<file path="src/rtl/rob_commit.sv">
// In-order reorder buffer: allocates tags at issue, captures CDB results, retires in order
// and drives the register-file unlock port. Define ROB_WB_BYPASS_EN to forward the CDB beat.
module rob_commit #(
    parameter int unsigned DEPTH  = 32,
    parameter int unsigned ROB_W  = 5,
    parameter int unsigned DATA_W = 32,
    parameter int unsigned REG_W  = 5
) (
    input  logic              clk,
    input  logic              reset,
    input  logic              ready,
    input  logic              flush,
    input  logic              issue_valid,
    input  logic              issue_has_rd,
    input  logic [REG_W-1:0]  issue_rd,
    output logic [ROB_W-1:0]  alloc_robpos,
    output logic              full,
    output logic              empty,
    input  logic              wb_valid,
    input  logic [ROB_W-1:0]  wb_robpos,
    input  logic [DATA_W-1:0] wb_val,
    input  logic [ROB_W-1:0]  q1_robpos,
    input  logic [ROB_W-1:0]  q2_robpos,
    output logic              q1_ready,
    output logic              q2_ready,
    output logic [DATA_W-1:0] q1_val,
    output logic [DATA_W-1:0] q2_val,
    output logic              commit_valid,
    output logic              unlock,
    output logic [REG_W-1:0]  unlock_rd,
    output logic [ROB_W-1:0]  unlock_robpos,
    output logic [DATA_W-1:0] unlock_val
);
    localparam int unsigned CNT_W = ROB_W + 1;

    logic [DEPTH-1:0]  busy;
    logic [DEPTH-1:0]  done;
    logic [DEPTH-1:0]  has_rd;
    logic [REG_W-1:0]  rd_q  [DEPTH];
    logic [DATA_W-1:0] val_q [DEPTH];
    logic [ROB_W-1:0]  head;
    logic [ROB_W-1:0]  tail;
    logic [CNT_W-1:0]  count;

    logic              do_alloc;
    logic              wb_hit;
    logic              head_done;
    logic [DATA_W-1:0] head_val;
    logic              do_commit;
    logic              q1_reg_ready;
    logic              q2_reg_ready;
    logic              q1_wb;
    logic              q2_wb;

    assign alloc_robpos = tail;
    assign full         = (count == CNT_W'(DEPTH));
    assign empty        = (count == '0);

    assign do_alloc     = issue_valid && !full;
    assign wb_hit       = wb_valid && busy[wb_robpos];
    assign q1_reg_ready = busy[q1_robpos] && done[q1_robpos];
    assign q2_reg_ready = busy[q2_robpos] && done[q2_robpos];

`ifdef ROB_WB_BYPASS_EN
    // Same-cycle CDB beat counts as a result for both lookup and head retirement.
    assign q1_wb     = wb_hit && (wb_robpos == q1_robpos);
    assign q2_wb     = wb_hit && (wb_robpos == q2_robpos);
    assign head_done = done[head] || (wb_hit && (wb_robpos == head));
    assign head_val  = (wb_hit && (wb_robpos == head)) ? wb_val : val_q[head];
`else
    assign q1_wb     = 1'b0;
    assign q2_wb     = 1'b0;
    assign head_done = done[head];
    assign head_val  = val_q[head];
`endif

    assign do_commit = busy[head] && head_done;

    assign q1_ready = q1_reg_ready || q1_wb;
    assign q2_ready = q2_reg_ready || q2_wb;
    assign q1_val   = q1_wb ? wb_val : (q1_reg_ready ? val_q[q1_robpos] : '0);
    assign q2_val   = q2_wb ? wb_val : (q2_reg_ready ? val_q[q2_robpos] : '0);

    // Entry state, pointers and registered commit port; freeze beats flush beats normal work.
    always_ff @(posedge clk or negedge reset) begin
        if (!reset) begin
            busy          <= '0;
            done          <= '0;
            has_rd        <= '0;
            head          <= '0;
            tail          <= '0;
            count         <= '0;
            commit_valid  <= 1'b0;
            unlock        <= 1'b0;
            unlock_rd     <= '0;
            unlock_robpos <= '0;
            unlock_val    <= '0;
            for (int i = 0; i < DEPTH; i++) begin
                rd_q[i]  <= '0;
                val_q[i] <= '0;
            end
        end else if (!ready) begin
            commit_valid  <= 1'b0;
            unlock        <= 1'b0;
            unlock_rd     <= '0;
            unlock_robpos <= '0;
            unlock_val    <= '0;
        end else if (flush) begin
            busy          <= '0;
            head          <= '0;
            tail          <= '0;
            count         <= '0;
            commit_valid  <= 1'b0;
            unlock        <= 1'b0;
            unlock_rd     <= '0;
            unlock_robpos <= '0;
            unlock_val    <= '0;
        end else begin
            if (wb_hit) begin
                done[wb_robpos]  <= 1'b1;
                val_q[wb_robpos] <= wb_val;
            end
            if (do_commit) begin
                busy[head]    <= 1'b0;
                head          <= head + ROB_W'(1);
                commit_valid  <= 1'b1;
                unlock        <= has_rd[head];
                unlock_rd     <= rd_q[head];
                unlock_robpos <= head;
                unlock_val    <= head_val;
            end else begin
                commit_valid  <= 1'b0;
                unlock        <= 1'b0;
                unlock_rd     <= '0;
                unlock_robpos <= '0;
                unlock_val    <= '0;
            end
            // A non-busy tail cannot be hit by writeback, so done[tail] has a single writer here.
            if (do_alloc) begin
                busy[tail]   <= 1'b1;
                done[tail]   <= 1'b0;
                has_rd[tail] <= issue_has_rd && (issue_rd != '0);
                rd_q[tail]   <= issue_rd;
                tail         <= tail + ROB_W'(1);
            end
            count <= count + CNT_W'(do_alloc) - CNT_W'(do_commit);
        end
    end

endmodule

</file>
<file path="config.mk">
export PLATFORM = sky130hd
export DESIGN_NAME = rob_commit
export DESIGN_NICKNAME = d
export VERILOG_FILES = /design/src/rtl/rob_commit.sv
export SDC_FILE = /design/constraint.sdc
export NUM_CORES = 2
export LEC_CHECK = 0
export BUFFER_PORTS_ARGS = -buffer_cell sky130_fd_sc_hd__buf_4
export CORE_ASPECT_RATIO = 0.9
export CORE_MARGIN = 5
export CORE_UTILIZATION = 65
export CTS_BUF_LIST = sky130_fd_sc_hd__clkbuf_4
export DETAILED_ROUTE_END_ITERATION = 10
export HOLD_SLACK_MARGIN = 0.12
export PLACE_DENSITY = 0.83
export SKIP_LAST_GASP = 1
export SYNTH_ARGS = -nofsm -noshare
export SYNTH_HDL_FRONTEND = slang
export SYNTH_SLANG_ARGS = --single-unit
</file>
<file path="constraint.sdc">
create_clock -name clk -period 10.8 [get_ports clk]
set_input_delay 1.62 -clock clk [delete_from_list [all_inputs] [get_ports clk]]
set_output_delay 1.62 -clock clk [all_outputs]
set_load 0.02 [all_outputs]
</file>
==> impl_metrics.toml <==
[global_route]
grt_pass1_wl_um = 357200
use_met2 = 0.5535
overflow = 0
gr-usage-met3 = 0.1349
antenna_found_initial = 12
grt_max_degree = 188
grt_pass1_vias = 54622
track_usage = 0.3768
busiest_layer = "met2"
met1_usage = 0.4937

[clocking]
cts-resized-gates = 0
postCtsSetupBuffers = 0
htree_levels = 5
hold_buffers = 0
cts_tree = "yes"
clkSinkCount = 1340
cts_made_buffers = 359
ctsRootBufferMaster = "clkbuf_4"
clk_latency_ns = 1.32
clkTransAtPathRegs_ns = 0.08
cts_buffer_depth = 4

[setup_path]
critical_path.cell_chain = "buf_8 > buf_12 > buf_4 > mux4_2 > mux4_2 > mux2i_1 > nor2_1 > buf_4"
path_class = "input pin to output port"
reg2reg_from = "head[0]$_DFFE_PN0P_"
worst-r2r-cell-count = 17
worst-path-buf-inv = 4
cp-end-kind = "output port"
crit_fanout = 94
slowest_stage = "buf_12"
cp_num_cells = 8
max_stage_delay_ns = 0.66
worstPathArrival_ns = 4.99
crit_end = "q2_val[6]"
cp-start-kind = "input pin"
crit_required_ns = 9.18
cpLargestDelayFamily = "buffers and inverters"
worstReg2RegEnd = "count[4]$_DFFE_PN0P_"
worstSetupStartpoint = "q2_robpos[0]"
ff2ff_setup_slack_ns = 5.70

[detailed_routing]
wire_per_inst_um = 34.32
remaining_drc_errors = 0
first_pass_iters = 6
drtIter0Drc = 6833
vias_per_cell = 7.541
routed_wl_um = 239100
ant_nets = 0
vias = 52520

[layout]
fin_cells = 6965
final_cell_mix = "dfrtp_1 (1,337), mux4_2 (975), mux2_2 (762), clkbuf_4 (505), mux2_4 (409)"
fin_nets = 5196
area_growth_pct = 7.696
drive_above_1_share = 0.5640
final_common_cell = "dfrtp_1"

[logic_synthesis]
synth_cells = 4989
synth-seq-cells = 1340
netlist_area_mm2 = 0.07923
yosysWarnings = 0
syn-num-nets = 5066
synth_flop_cell = "dfrtp_1"
synth_edf_count = 0
ys_types = 70
synth_seq_area_share = 0.4232
async_reset_ff_frac = 1.000
syn_area_per_cell_um2 = 15.88

[sta]
worst-slew-pin-transition_ns = 1.339
hold_slack_ns = 0.3229
fmax_mhz = 151.3
fin_skew_ns = 0.07955
slew_headroom = 0.1040
tns_ns = 0
slew_viol_final = 0
setup_viol = 0
rsz0062_at_grt = "no"
hold_viol = 0
period_share = 0.6122
fin_crit_ns = 6.611

[floorplanning]
rows = 121
dieArea_mm2 = 0.1290
start_util = 0.6550
die_h_um = 341.2
die_x_um = 378.0
design.core.area_mm2 = 0.1210
boundaryPins = 176

[power]
powerDensity_mw_per_mm2 = 136.8
irDropWorstVdd_mv = 0.1737
power_leakage_nw = 37.95

[placed_design]
place_inst = 6357
hpwl_um = 135300
gp_congestion = 0.9523
port_buffers = 175

[hold_path]
hp-class = "input pin to async pin"

[flow_run]
maxCapViolations = 0

[run_status]
outcome = "finished, final reports clean"
[sequential cells by signal, summed over array words and instances (netlist names)]
name,cells
val_q,1024
rd_q,160
count,6
unlock_val,32
has_rd,32
unlock_robpos,5
commit_valid,1
busy,32
alloc_robpos,5
unlock,1
unlock_rd,5
head,5
done,32
[through the flow]
| stage | setup slack [ns] | cell area (um^2) | power (mW) | utilization |
|---|---|---|---|---|
| 2_1_floorplan | 5.069 | 79230 | 6.756 | - |
| 3_3_place_gp | 4.193 | 81040 | 7.302 | 0.6699 |
| 3_5_place_dp | 4.190 | 81050 | 7.336 | 0.6700 |
| 4_1_cts | 4.179 | 85270 | 11.68 | 0.7049 |
| 5_1_grt | 3.969 | 85300 | 12.09 | 0.7051 |
| 6_report | 4.189 | 85320 | 11.67 | 0.7054 |
[metal layers]
metal  wire [um]  part of all wire
met5          92           0.00038
met4       14370             0.060
met3       32230              0.13
met2      108700              0.45
met1       83700              0.35
[worst register-to-register path, stage by stage, from the launching register on]
cell     delay (ns)
dfrtp_4        0.97
buf_4          0.84
mux4_2         0.64
mux2_2         0.31
nand2_1        0.09
o211a_1        0.42
nor2_1         0.12
ha_1           0.29
inv_1          0.06
ha_1           0.16
inv_1          0.06
fa_1           0.40
nor2b_1        0.17
nor2_1         0.06
nor2_1         0.08
nor2_1         0.06
xor2_1         0.14
o22ai_1        0.09
[cell usage after synthesis, types with 37 or more instances]
cell / number / area share
a21oi_1: 37 / 0.0023
buf_1: 112 / 0.0053
buf_2: 53 / 0.0033
buf_4: 37 / 0.0035
buf_6: 67 / 0.0095
clkbuf_1: 249 / 0.012
dfrtp_1: 1340 / 0.42
mux2_2: 762 / 0.11
mux2_4: 409 / 0.078
mux2i_1: 112 / 0.014
mux4_2: 975 / 0.28
nand2_1: 192 / 0.0091
nor2_1: 198 / 0.0094
o21ai_0: 43 / 0.0027
o22ai_1: 134 / 0.011
[power by group]
part	internal (mW)	total, mW	switching [mW]
sequential	5.12	5.25	0.136
combinational	0.767	2.02	1.25
clock	2.23	4.40	2.17
[how the worst min path moves through the flow]
stage          slack [ns]  depth (start not counted)             startpoint                     end
2_1_floorplan        0.44                          2  rd_q[145]$_DFFE_PN0P_   rd_q[145]$_DFFE_PN0P_
3_3_place_gp         0.45                          2   rd_q[86]$_DFFE_PN0P_    rd_q[86]$_DFFE_PN0P_
3_5_place_dp         0.46                          2   rd_q[89]$_DFFE_PN0P_    rd_q[89]$_DFFE_PN0P_
4_1_cts              0.28                          1                  reset  val_q[889]$_DFFE_PN0P_
5_1_grt              0.35                          1                  reset  val_q[345]$_DFFE_PN0P_
6_report             0.32                          1                  reset  val_q[889]$_DFFE_PN0P_
[cell type report]
type | count | area, um^2
multi-input combinational | 3094 | 42990
fill | 7691 | 35640
sequential | 1340 | 33540
clock buffer | 505 | 3791
timing repair buffer | 291 | 2396
tap | 1599 | 2001
clock inverter | 83 | 432.9
inverter | 33 | 123.9
antenna | 20 | 50.05
[cells by family after synthesis]
group                    count (synthesis)  share of synthesized area
adder cells (fa/ha/maj)                 18                   0.002937
flip-flops                            1340                     0.4232
AO/OA/AOI/OAI                          299                    0.02933
multiplexers                          2276                     0.4801
AND/OR/NAND/NOR                        498                    0.02822
XOR/XNOR                                 3                  0.0003317
buffers and inverters                  555                    0.03587
(Power assumes the default switching activity.)
